==> src/rtl/pipelined_addsub.sv <==
// pipelined_addsub: pipelined two's-complement adder/subtractor.
//   The carry chain is split into CHUNK-bit stages (STAGES = ceil(WIDTH/CHUNK)),
//   one register stage per chunk, followed by an output register.
//   Latency is STAGES+1 register edges, counting the accepting edge.
//   Throughput is one operation per cycle. Backpressure stalls the whole pipe.
// Ports:
//   clk, rst            rising-edge clock, synchronous active-high reset
//   in_valid/in_ready   operand handshake (in_ready = !stall)
//   a, b                WIDTH-bit operands
//   cin                 carry-in (add) / borrow-in (subtract)
//   sub                 0 = a + b + cin, 1 = a - b - cin
//   out_valid/out_ready result handshake
//   sum                 {carry_out, result}; in subtract mode carry 1 = no borrow
//   overflow            signed overflow of sum[WIDTH-1:0]

// One chunk of the carry chain. It adds bits [LO +: W] of a and b plus the
// incoming carry and splices the partial sum into the running result.
module pipelined_addsub_stage #(
  parameter int WIDTH = 8,
  parameter int LO    = 0,
  parameter int W     = 4
) (
  input  logic [WIDTH-1:0] a,
  input  logic [WIDTH-1:0] b,
  input  logic [WIDTH-1:0] r_in,
  input  logic             c_in,
  output logic [WIDTH-1:0] r_out,
  output logic             c_out
);
  logic [W:0] s;
  // Only this stage's slice of the operands is consumed here.
  logic unused_ok;

  assign unused_ok = ^{a, b};
  assign s = {1'b0, a[LO +: W]} + {1'b0, b[LO +: W]} + {{W{1'b0}}, c_in};
  assign c_out = s[W];

  always_comb begin
    r_out = r_in;
    r_out[LO +: W] = s[W-1:0];
  end
endmodule

module pipelined_addsub #(
  parameter int WIDTH = 8,
  parameter int CHUNK = 4
) (
  input  logic             clk,
  input  logic             rst,
  input  logic             in_valid,
  output logic             in_ready,
  input  logic [WIDTH-1:0] a,
  input  logic [WIDTH-1:0] b,
  input  logic             cin,
  input  logic             sub,
  output logic             out_valid,
  input  logic             out_ready,
  output logic [WIDTH:0]   sum,
  output logic             overflow
);
  localparam int STAGES = (WIDTH + CHUNK - 1) / CHUNK;

  logic             stall, accept, c0;
  logic [WIDTH-1:0] b_eff;
  // vld_pipe[k] is stage k's valid bit; vld_pipe[STAGES] is the output register.
  logic [STAGES:0]  vld_pipe;

  // *_q: stage registers. *_src: what each stage consumes (the previous
  // stage's registers, or the transformed inputs for stage 0).
  // *_nx: combinational stage outputs.
  logic [STAGES-1:0][WIDTH-1:0] a_q, b_q, r_q, a_src, b_src, r_src, r_nx;
  logic [STAGES-1:0]            c_q, c_src, c_nx;
  logic                         unused_ok;

  assign b_eff     = sub ? ~b : b;
  assign c0        = cin ^ sub;
  assign stall     = out_valid && !out_ready;
  assign in_ready  = !stall;
  assign accept    = in_valid && in_ready;
  assign out_valid = vld_pipe[STAGES];

  // The last stage needs only the operand MSBs, for overflow.
  assign unused_ok = ^{a_q[STAGES-1][WIDTH-2:0], b_q[STAGES-1][WIDTH-2:0]};

  for (genvar k = 0; k < STAGES; k++) begin : g_stage
    localparam int LO = k * CHUNK;
    localparam int W  = (WIDTH - LO < CHUNK) ? WIDTH - LO : CHUNK;

    if (k == 0) begin : g_first
      assign a_src[k] = a;
      assign b_src[k] = b_eff;
      assign r_src[k] = '0;
      assign c_src[k] = c0;
    end else begin : g_rest
      assign a_src[k] = a_q[k-1];
      assign b_src[k] = b_q[k-1];
      assign r_src[k] = r_q[k-1];
      assign c_src[k] = c_q[k-1];
    end

    pipelined_addsub_stage #(.WIDTH(WIDTH), .LO(LO), .W(W)) u_stage (
      .a     (a_src[k]),
      .b     (b_src[k]),
      .r_in  (r_src[k]),
      .c_in  (c_src[k]),
      .r_out (r_nx[k]),
      .c_out (c_nx[k])
    );
  end

  // A stall freezes every register, so bubbles stay where they are.
  always_ff @(posedge clk) begin
    if (rst) begin
      vld_pipe <= '0;
      a_q      <= '0;
      b_q      <= '0;
      r_q      <= '0;
      c_q      <= '0;
      sum      <= '0;
      overflow <= 1'b0;
    end else if (!stall) begin
      vld_pipe <= {vld_pipe[STAGES-1:0], accept};
      a_q      <= a_src;
      b_q      <= b_src;
      r_q      <= r_nx;
      c_q      <= c_nx;
      sum      <= {c_q[STAGES-1], r_q[STAGES-1]};
      // Operands of equal sign that produce a result of the other sign.
      overflow <= (a_q[STAGES-1][WIDTH-1] == b_q[STAGES-1][WIDTH-1]) &&
                  (r_q[STAGES-1][WIDTH-1] != a_q[STAGES-1][WIDTH-1]);
    end
  end
endmodule

==> config.mk <==
export PLATFORM = sky130hd
export DESIGN_NAME = pipelined_addsub
export DESIGN_NICKNAME = d
export VERILOG_FILES = /design/src/rtl/pipelined_addsub.sv
export SDC_FILE = /design/constraint.sdc
export NUM_CORES = 1
export LEC_CHECK = 0
export BUFFER_PORTS_ARGS = -buffer_cell sky130_fd_sc_hd__buf_2
export CAP_MARGIN = 0
export CORE_ASPECT_RATIO = 1.4
export CORE_UTILIZATION = 40
export CTS_CLUSTER_SIZE = 40
export DETAILED_ROUTE_END_ITERATION = 16
export GPL_ROUTABILITY_DRIVEN = 0
export PLACE_DENSITY = 0.72
export SYNTH_ARGS = -nofsm -noshare
export SYNTH_HDL_FRONTEND = slang
export SYNTH_SLANG_ARGS = --single-unit
==> constraint.sdc <==
create_clock -name clk -period 2.35 [get_ports clk]
set_input_delay 0.705 -clock clk [delete_from_list [all_inputs] [get_ports clk]]
set_output_delay 0.705 -clock clk [all_outputs]
set_load 0.01 [all_outputs]
* Word-level counts from Yosys, hierarchy flattened
Cells that the tools add are included.
Storage, ports and cells: register bits 59, input bits 22, output and inout port bits 12, logic and storage cells 24
Cells by class: add/sub/neg operators 4, equality and inequality tests 2, muxes and demuxes 1, bitwise gates (word level) 2, reductions and logical operators 5
Operator list (count):
- 4-bit by 4-bit adder with 5-bit output | 2
- 5-bit by 1-bit adder with 5-bit output | 2
- 8-bit 2-to-1 mux | 1
- 8-bit NOT | 1
- 1-bit logical AND | 3
- 1-bit logical NOT | 2
- 1-bit equality test | 1
- 1-bit != test | 1
- 1-bit bitwise XOR | 1

* Longest topological paths before layout
Gate-level depths: netlist of the first run.
word-level depth 4, mapped depth 7, depth with buffers taken out 6

* Hierarchy
From an unflattened synthesis of the first run, not the netlist that was laid out.
Unflattened totals: cells, all modules 266, area total of the unflattened synthesis 2254.7 sq um
Modules (own cells, without submodules):
- pipelined_addsub | instances 1, cells each 226, area each 1906.8 sq um, seq. area each 980.9 sq um
- pipelined_addsub_stage | instances 2, cells each 20, area each 173.9 sq um, seq. area each 0.0 sq um

* Worst setup path before layout of the first run
Ideal clock, no wire load.
kind input-to-reg, from in sub, to reg c_q[0], library setup time 0.122 ns, arrival 2.320 ns, required time 2.228 ns, path slack -0.092 ns, stages 7, buffers on the path 1, path through buf_4 > xor2_1 > fa_1 > fa_1 > a21o_1 > a211oi_1 > nor3_1
On the way: word-level cells in the longest chain between the ends 3, elaborated cells on any way between the ends 4, those cells by class add/sub: 2; mux: 1; bitwise: 1
RTL lines:
- from (decl) | line 55 | input logic sub,
- 8-bit 2-to-1 mux | line 75 | assign b_eff = sub ? ~b : b;
- 4-bit by 4-bit adder with 5-bit output | line 35 | assign s = {1'b0, a[LO +: W]} + {1'b0, b[LO +: W]} + {{W{1'b0}}, c_in};
- 5-bit by 1-bit adder with 5-bit output (*) | line 35
- to (signal assigned) | line 126 | c_q <= c_nx;
- to (decl) | line 72 | logic [STAGES-1:0] c_q, c_src, c_nx;
Every way passes the cells marked *; elsewhere a longest branch is shown, timed or not. A chain may end at the register's enable or synchronous reset.

* Worst setup path in the final report of the first run
Ends and elaborated chain as after synthesis.

==> results.tsv, run 1 <==
stage	metric	value	unit
run_status	status	finished with violations	
synth	Post-Synth Simple-Gate Area	18.78	%
sta	final worst path period need	2.063	ns
sta	final worst path period share	87.78	%
sta	Max-slew headroom	72.64	%
pwr	sequential power share	52.8	%
setup_path	CP startpoint kind	primary input	
synth	Post-synth top cells	50 x nand2_1, 37 x dfxtp_1, 27 x a21oi_1	
synth	Ys Warns	0	
clock_tree	Reg clk slew, reported paths	0.07	ns
synth	Post-Synth Adder-Cell Area	9.025	%
drt	Avg WL per Cell	12.00	um
sta	slew at the pin closest to its max-slew limit	0.4103	ns
sta	setup TNS	0	ns
setup_path	Crit. End Element	flop	
die	area of the core	0.004020	mm2
sta	RSZ-0062 raised after global routing	no	
synth	Syn Nets	225	
global_routing	Total GRT Usage	15.45	%
global_routing	initial antenna violation count	0	
cells_and_area	final core utilization	48.83	%
setup_path	slowest CP cell	fa_2	
synth	Synth Instances	193	
sta	Setup Skew	0.002408	ns
pwr	overall power	0.001360	W
global_routing	maximum number of pins on one net before global-route repair	40	
die	Initial Util	42.76	%
sta	Final Max Tran Viols	0	
pwr	Clk pwr share	30.3	%
synth	post-synthesis sequential element count	37	
setup_path	CP Class	primary input to flop	
cells_and_area	Finished Layout Cells	269	
clock_tree	insertion delay to the later sink of the worst-skew pair	0.28	ns
synth	ys async rst share	0	%
clock_tree	clock sink total	37	
drt	Iteration-0 DRC Markers	37	
setup_path	Crit path required time	2.51	ns
flow_run	max cap viols	0	
setup_path	Max FO, Critical Path	3	
synth	ys flop type	dfxtp_1	
synth	Synth top area share	43.09	%
setup_path	Slowest Stage Delay on Critical Path	0.38	ns
setup_path	Crit path max-delay family	adder cells	
die	row cnt	27	
global_routing	vias in the first global route	1267	
sta	Fin. Hold Viols	0	
global_routing	GR Overflow Total	0	
sta	Fmax	0.4848	GHz
drt	via count	1350	
clock_tree	Max clock buf depth	2	
clock_tree	CTS Hold Buffers Added	0	
die	Die Height	79.57	um
drt	final WL	3229	um
min_path	worst min-delay path class	flop to flop	
pwr	Comb power frac	16.9	%
drt	drt drc	2	
die	Die W	57.41	um
cells_and_area	Area growth, synth to finish	14.19	%
pwr	Sw Share	25.94	%
setup_path	worst path bufs/invs	1	
synth	Cell Area, Synth	0.001719	mm2
place	DPL Wire Length	2282	um
drt	number of routed nets with antenna violations	0	
place	port bufs	33	
setup_path	cell mode on critical path	fa_2	
synth	Distinct cells, synth	28	
cells_and_area	layout net count	257	
clock_tree	CTS root buffer	clkbuf_8	
pwr	VDD IR max	0.0002944	V
synth	most frequent cell after synthesis	nand2_1	
synth	main combinational cell family by area after synthesis	simple AND/OR/NAND/NOR gates	
pwr	P_leak	0.8460	nW
die	# IOs	34	
setup_path	cells along the critical path	buf_2 > xor2_1 > fa_2 > fa_2 > a21o_1 > a211oi_1 > nor3_1	
pwr	P_int	0.001007	W
place	dpl cells	261	
die	Die Footprint	0.004568	mm2
synth	sequential cell area fraction in the yosys report	43.09	%
synth	post-synthesis compound-gate area fraction	16.81	%
synth	Synth Area in XOR/XNOR	5.604	%
synth	largest cells by area after synthesis	dfxtp_1 43%, nand2_1 11%, a21oi_1 7.9%	
pwr	power per cell area	692.8	mW/mm2
global_routing	first-pass GRT wire length	5382	um
synth	EDFF count, synth	0	
synth	multiplexer share of the synthesized area	0	%
sta	Final Setup Violations	0	
clock_tree	H-tree Lvls	2	
synth	Syn Area/Cell	8.908	um2
clock_tree	Setup Buffers After CTS	0	
run_status	failing checks	design-rule violations	
cells_and_area	number of antenna repair diodes	0	
drt	DR vias/cell	5.019	
cells_and_area	fraction of layout cells with a size suffix above 1	23.89	%
sta	Fin Hold WS	0.4482	ns
clock_tree	CTS tree	yes	
setup_path	WP data arrival	2.22	ns
clock_tree	cts repair resizes	0	
pwr	Net Sw Power	0.0003528	W
clock_tree	Num CTS Buffers	5	
synth	Yosys top cell by area	dfxtp_1	
drt	drt first pass iters	10	
==> layer usage <==
metal	wire length (um)	part of all wire, %	GRT usage (%)
met3	98	3.0	2.431
met4	100	3.1	8.049
met1	1399	43	16.72
met5	0	0	0
met2	1630	50	28.26
==> cells by family after synthesis <==
logic type	count (synthesis)
and+or+nand+nor	76
AOI/OAI and AO/OA	42
DFF	37
buffers and inverters	17
xor gates and xnor gates	11
adders and majority gates	10
==> tightest hold or removal path: cells and delay by family (launching register included) <==
kind	cells	cell delay, ns
flops	1	0.31
simple gates	1	0.05
compound gates	1	0.05
==> layout by cell type (no fill, tap or decap), types with 3 or more instances in the layout <==
master	n
nand2_1	50
dfxtp_1	37
buf_2	33
a21oi_1	27
nor2_1	13
xor2_1	6
a211oi_2	6
ha_1	6
xnor2_1	5
clkbuf_8	5
buf_4	5
inv_1	3
nor2b_1	3
clkbuf_1	3
==> path summary, 6_finish.rpt <==
kind | slack, ns | from | endpoint | cells past startpoint
max | 0.29 | sub | c_q[0] | 7
min | 0.45 | sum[0] | sum[0] | 2
max reg2reg | 0.80 | a_q[4] | c_q[1] | 6
min reg2reg | 0.45 | sum[0] | sum[0] | 2
==> power by group through the flow <==
stage / registers, W / logic, W / clock network, W
after floorplan: 0.000730 / 0.000164 / 0
after global placement: 0.000729 / 0.000229 / 0
after detailed placement: 0.000732 / 0.000232 / 0
after CTS: 0.000718 / 0.000234 / 0.000425
after global routing: 0.000723 / 0.000259 / 0.000451
final: 0.000718 / 0.000230 / 0.000412
==> per-stage QoR <==
step           setup slack (ns)  cell area [um2]
6_report                 0.2873             1963
5_1_grt                  0.2450             1963
4_1_cts                  0.2843             1963
3_5_place_dp           -0.02373             1883
3_3_place_gp            0.01861             1883
2_1_floorplan           0.01214             1724
==> cell type report <==
cell class	count	area [um2]
Clock buffer	8	80.08
Multi-Input combinational cell	139	868.3
Timing Repair Buffer	38	202.7
Tap cell	43	53.80
Fill cell	408	2057
Sequential cell	37	740.7
Inverter	4	17.52
==> flip-flops by register name, summed over array words and instances (netlist names) <==
register / flops
sum: 9
overflow: 1
b_q: 5
a_q: 5
r_q: 12
vld_pipe: 3
c_q: 2
No activity file was read; power rests on OpenSTA's default activity.
==> inputs of run 2 (changes only) <==
--- a/config.mk
+++ b/config.mk
@@ -13,6 +13,7 @@
 export DETAILED_ROUTE_END_ITERATION = 16
 export GPL_ROUTABILITY_DRIVEN = 0
 export PLACE_DENSITY = 0.72
+export REMOVE_ABC_BUFFERS = 1
 export SYNTH_ARGS = -nofsm -noshare
 export SYNTH_HDL_FRONTEND = slang
 export SYNTH_SLANG_ARGS = --single-unit
==> run 2 against run 1 <==
Compared with the run above:
- the flow still finishes with violations (design-rule violations)
- global-route usage is 0.11 points lower
- critical endpoint unchanged
- combinational power fell by 2%
- die area unchanged
- clock skew is 0.0010 ns higher
- sequential power about the same
==> results.tsv, run 2 (synthesis gave the netlist of run 1 again) <==
stage	metric	value	unit	change
setup_path	cells along the critical path	buf_2 > xor2_1 > fa_1 > fa_1 > a21o_1 > a211oi_1 > nor3_1		
sta	Fin Hold WS	0.4459	ns	-0.002344 ns
pwr	sequential power share	52.5	%	-0.3 points
cells_and_area	Fillers	404		-0.98%
clock_tree	insertion delay to the later sink of the worst-skew pair	0.29	ns	about the same
place	pre-CTS setup slack	-0.1089	ns	-0.08518 ns
die	# IOs	34		unchanged
sta	Setup Skew	0.003435	ns	+0.001027 ns
die	Initial Util	42.76	%	unchanged
clock_tree	Setup Buffers After CTS	0		unchanged
sta	Final Setup Violations	0		unchanged
die	area of the core	0.004020	mm2	unchanged
clock_tree	CTS root buffer	clkbuf_8		
pwr	overall power	0.001363	W	+0.20%
clock_tree	Num CTS Buffers	5		unchanged
die	Die W	57.41	um	unchanged
setup_path	WP data arrival	2.31	ns	+0.09 ns
place	port bufs	33		unchanged
min_path	worst min-delay path class	flop to flop		
drt	Iteration-0 DRC Markers	21		-43%
sta	Final Max Tran Viols	0		unchanged
setup_path	Crit path required time	2.53	ns	+0.02 ns
pwr	P_int	0.001002	W	-0.50%
sta	slack of the critical path	0.2127	ns	-0.07456 ns
pwr	VDD IR max	0.0003300	V	+12%
clock_tree	CTS tree	yes		
pwr	Sw Share	26.46	%	+0.52 points
sta	final worst path period share	90.95	%	+3.2 points
drt	via count	1371		+1.6%
pwr	Comb power frac	16.6	%	-0.3 points
run_status	failing checks	design-rule violations		
die	Die Height	79.57	um	unchanged
global_routing	maximum number of pins on one net before global-route repair	40		unchanged
setup_path	Crit. End Element	flop		
drt	number of routed nets with antenna violations	0		unchanged
pwr	Net Sw Power	0.0003605	W	+2.2%
global_routing	GR Overflow Total	0		unchanged
setup_path	Slowest Stage Delay on Critical Path	0.44	ns	+0.06 ns
cells_and_area	fraction of layout cells with a size suffix above 1	24.23	%	+0.34 points
pwr	power per cell area	692.4	mW/mm2	about the same
cells_and_area	Largest Register	r_q		
sta	slew at the pin closest to its max-slew limit	0.4809	ns	+0.07056 ns
drt	final WL	3001	um	-7.1%
setup_path	Max FO, Critical Path	4		+1
setup_path	slowest CP cell	fa_1		
sta	setup TNS	0	ns	unchanged
cells_and_area	most frequent cells in the layout	50 x nand2_1, 37 x dfxtp_1, 33 x buf_2		
global_routing	initial antenna violation count	0		unchanged
cells_and_area	Area growth, synth to finish	14.48	%	
pwr	P_leak	0.8579	nW	+1.4%
clock_tree	cts repair resizes	0		unchanged
clock_tree	Max clock buf depth	2		unchanged
clock_tree	CTS Hold Buffers Added	0		unchanged
drt	Avg WL per Cell	11.11	um	-7.4%
cells_and_area	max reg flops	12		unchanged
sta	Max-slew headroom	67.94	%	-4.7 points
pwr	Clk pwr share	30.9	%	+0.6 points
clock_tree	Reg clk slew, reported paths	0.07	ns	about the same
global_routing	first-pass GRT wire length	5347	um	-0.65%
cells_and_area	number of antenna repair diodes	0		unchanged
drt	drt drc	3		+1
drt	drt first pass iters	10		unchanged
place	DPL Wire Length	2027	um	-11%
clock_tree	H-tree Lvls	2		unchanged
die	Die Footprint	0.004568	mm2	unchanged
cells_and_area	most common cell after layout, fill and taps aside	nand2_1		
setup_path	CP Class	primary input to flop		
flow_run	max cap viols	0		unchanged
cells_and_area	layout net count	258		+0.39%
sta	Fmax	0.4679	GHz	-3.5%
sta	Fin. Hold Viols	0		unchanged
sta	RSZ-0062 raised after global routing	no		
cells_and_area	biggest regs	r_q x12, sum x9		
drt	DR vias/cell	5.078		+1.2%
setup_path	CP startpoint kind	primary input		
setup_path	cell mode on critical path	fa_1		
sta	final worst path period need	2.137	ns	+0.07456 ns
run_status	status	finished with violations		
global_routing	vias in the first global route	1290		+1.8%
global_routing	Total GRT Usage	15.35	%	-0.11 points
die	row cnt	27		unchanged
clock_tree	clock sink total	37		unchanged
[run 2: final cells by class]
cell class              instances  area, um2  area share (%)
multi-input cells             139      863.3           43.87
flip-flops and latches         37      740.7           37.64
repair buffers                 39      210.2           10.68
clock buffers                   6      72.57           3.687
well taps                      43      53.80           2.734
inverters                       4      17.52          0.8900
clock inverters                 2      10.01          0.5086
[run 2: metal layers]
metal | part of all wire (%) | up-vias | GRT usage, %
met1 | 42 | 627 | 16.40
met5 | 0 | - | 0
met2 | 49 | 32 | 25.81
li1 | - | 704 | -
met4 | 3.1 | 0 | 9.756
met3 | 5.2 | 8 | 4.700
[run 2: power by group through the flow]
stage	Clock [W]	Sequential, W	Combinational, W
2_1_floorplan	0	0.000730	0.000144
3_3_place_gp	0	0.000728	0.000223
3_5_place_dp	0	0.000729	0.000229
4_1_cts	0.000439	0.000715	0.000231
5_1_grt	0.000465	0.000723	0.000257
6_report	0.000421	0.000715	0.000226
[run 2: through the flow]
stage | instances | utilization (%) | area (um2)
after global routing | 270 | 48.96 | 1968
after floorplan | 180 | - | 1622
after detailed placement | 262 | 46.90 | 1886
after CTS | 270 | 48.96 | 1968
after global placement | 262 | 46.90 | 1886
final | 270 | 48.96 | 1968
[run 2: worst max-delay path, delay by kind of cell]
family          cells  cell delay (ns)
compound gates      2             0.41
xor+xnor            1             0.17
fa+ha+maj           2             0.84
buf+inv             1             0.13
simple gates        1             0.07
[run 2: final timing paths]
kind / start / endpoint / slack (ns) / depth (start not counted)
worst min register to register: sum[6] / sum[6] / 0.45 / 2
worst max register to register: a_q[4] / c_q[1] / 0.78 / 6
worst min-delay path: sum[6] / sum[6] / 0.45 / 2
worst max-delay path: sub / c_q[0] / 0.21 / 7
==> inputs of run 3 (changes only) <==
--- a/config.mk
+++ b/config.mk
@@ -8,11 +8,11 @@
 export BUFFER_PORTS_ARGS = -buffer_cell sky130_fd_sc_hd__buf_2
 export CAP_MARGIN = 0
 export CORE_ASPECT_RATIO = 1.4
-export CORE_UTILIZATION = 40
+export CORE_UTILIZATION = 35
 export CTS_CLUSTER_SIZE = 40
 export DETAILED_ROUTE_END_ITERATION = 16
 export GPL_ROUTABILITY_DRIVEN = 0
-export PLACE_DENSITY = 0.72
+export PLACE_DENSITY = 0.64
 export REMOVE_ABC_BUFFERS = 1
 export SYNTH_ARGS = -nofsm -noshare
 export SYNTH_HDL_FRONTEND = slang
==> constraint.sdc (replaced) <==
create_clock -name clk -period 2.2 [get_ports clk]
set_input_delay 0.66 -clock clk [delete_from_list [all_inputs] [get_ports clk]]
set_output_delay 0.66 -clock clk [all_outputs]
set_load 0.01 [all_outputs]
==> run 3 against run 2 <==
Compared with the run above:
- the flow now finishes without violations
- worst hold slack improved by 0.00057 ns
- setup slack got worse by 0.093 ns
- register-to-register slack lost 0.12 ns
- clock skew down 0.0013 ns
- routed wire length grew 6.3%
- core utilization is 4.6 points lower
- clock power increased by 65%
- sequential share of layout area is 1.4 points lower
- largest power group unchanged
==> results.tsv, run 3 (synthesis gave the netlist of run 1 again) <==
stage	metric	value	unit	change
run_status	status	finished, final reports clean		
setup_path	CP startpoint kind	primary input		
pwr	overall power	0.001701	W	+25%
clock_tree	clock sink total	37		unchanged
sta	final worst path period share	94.57	%	
die	area of the core	0.004608	mm2	+15%
place	DPL Wire Length	2261	um	+12%
pwr	Sw Share	23.56	%	-2.9 points
sta	Fmax	0.4807	GHz	
place	port bufs	33		unchanged
flow_run	max cap viols	0		unchanged
sta	Fin. Hold Viols	0		unchanged
pwr	Net Sw Power	0.0004008	W	+11%
cells_and_area	final core utilization	44.34	%	-4.6 points
pwr	P_leak	0.8811	nW	+2.7%
global_routing	vias in the first global route	1260		-2.3%
clock_tree	insertion delay to the later sink of the worst-skew pair	0.29	ns	about the same
cells_and_area	fraction of layout cells with a size suffix above 1	24.67	%	+0.44 points
drt	DR vias/cell	4.709		-7.3%
die	# IOs	34		unchanged
cells_and_area	Area growth, synth to finish	18.85	%	
clock_tree	Setup Buffers After CTS	0		unchanged
sta	Final Max Tran Viols	0		unchanged
global_routing	Total GRT Usage	14.30	%	-1.0 points
global_routing	maximum number of pins on one net before global-route repair	40		unchanged
drt	via count	1361		-0.73%
clock_tree	CTS tree	yes		
pwr	P_int	0.001301	W	+30%
setup_path	WP data arrival	2.26	ns	-0.05 ns
setup_path	CP Class	primary input to flop		
sta	Max-slew headroom	73.73	%	+5.8 points
sta	Final Setup Violations	0		unchanged
drt	drt first pass iters	4		-6
min_path	worst min-delay path class	flop to flop		
cells_and_area	max reg flops	12		unchanged
setup_path	r2r setup slk	0.66	ns	-0.12 ns
die	Die Footprint	0.005200	mm2	+14%
setup_path	Crit path required time	2.38	ns	-0.15 ns
drt	Iteration-0 DRC Markers	40		+90%
sta	RSZ-0062 raised after global routing	no		
place	Area after DPL	0.001909	mm2	+1.3%
pwr	Comb power frac	14.1	%	-2.5 points
cells_and_area	most common cell after layout, fill and taps aside	nand2_1		
cells_and_area	most frequent cells in the layout	50 x nand2_1, 37 x dfxtp_1, 33 x buf_2		
pwr	Clk pwr share	40.9	%	+10 points
global_routing	initial antenna violation count	0		unchanged
cells_and_area	number of antenna repair diodes	0		unchanged
clock_tree	cts repair resizes	0		unchanged
drt	drt drc	0		-3
pwr	power per cell area	832.7	mW/mm2	+20%
cells_and_area	Post-Layout Inst Area	0.002043	mm2	+3.8%
clock_tree	Num CTS Buffers	5		unchanged
clock_tree	Reg clk slew, reported paths	0.07	ns	about the same
die	Die W	61.23	um	+6.7%
setup_path	Max FO, Critical Path	3		-1
drt	final WL	3189	um	+6.3%
global_routing	GR Overflow Total	0		unchanged
global_routing	first-pass GRT wire length	5520	um	+3.2%
die	Initial Util	37.31	%	-5.5 points
cells_and_area	layout net count	258		unchanged
pwr	VDD IR max	0.0003829	V	+16%
die	row cnt	29		+7.4%
drt	Avg WL per Cell	11.03	um	-0.72%
sta	setup TNS	0	ns	unchanged
die	Die Height	84.93	um	+6.7%
cells_and_area	biggest regs	r_q x12, sum x9		
clock_tree	CTS root buffer	clkbuf_8		
sta	final worst path period need	2.081	ns	
sta	slew at the pin closest to its max-slew limit	0.3941	ns	-0.08681 ns
clock_tree	CTS Hold Buffers Added	0		unchanged
sta	Setup Skew	0.002123	ns	-0.001313 ns
clock_tree	H-tree Lvls	2		unchanged
setup_path	Crit. End Element	flop		
drt	number of routed nets with antenna violations	0		unchanged
cells_and_area	Largest Register	r_q		
clock_tree	Max clock buf depth	2		unchanged
pwr	sequential power share	44.9	%	-7.6 points
==> run 3: power by group through the flow <==
stage | logic [W] | clock network (W) | registers [W]
final | 0.000240 | 0.000696 | 0.000765
after global routing | 0.000277 | 0.000738 | 0.000774
after CTS | 0.000246 | 0.000714 | 0.000766
after detailed placement | 0.000245 | 0 | 0.000781
after global placement | 0.000241 | 0 | 0.000780
after floorplan | 0.000154 | 0 | 0.000780
==> run 3: layout make-up <==
class	instances	area, um2
Clock inverter	3	65.06
Inverter	4	17.52
Tap cell	62	77.57
Timing Repair Buffer	39	210.2
Sequential cell	37	740.7
Clock buffer	5	68.82
Multi-Input combinational cell	139	863.3
Fill cell	483	2565
==> run 3: per-stage QoR <==
stage | instances | hold slack (ns) | setup slack (ns)
after global placement | 281 | 0.4388 | -0.1770
final | 289 | 0.4464 | 0.1195
after floorplan | 180 | 0.4260 | -0.01682
after global routing | 289 | 0.4620 | 0.03588
after CTS | 289 | 0.4511 | 0.1061
after detailed placement | 281 | 0.4401 | -0.2111
==> run 3: worst paths after layout <==
kind                                end    from  depth (start not counted)
worst max-delay path             c_q[0]     sub                          7
worst min register to register   sum[0]  sum[0]                          2
worst min-delay path             sum[0]  sum[0]                          2
worst max register to register  r_q[13]  a_q[4]                          4
==> run 3: layer usage <==
layer	track usage, %	up-vias	wire length (um)
met3	3.659	4	126
met5	0	-	0
li1	-	704	-
met4	6.818	0	45
met2	23.91	27	1605
met1	16.40	626	1412
==> run 3: worst max-delay path: stages <==
cell	delay [ns]
buf_2	0.12
xor2_1	0.17
fa_1	0.44
fa_1	0.39
a21o_1	0.18
a211oi_1	0.22
nor3_1	0.07
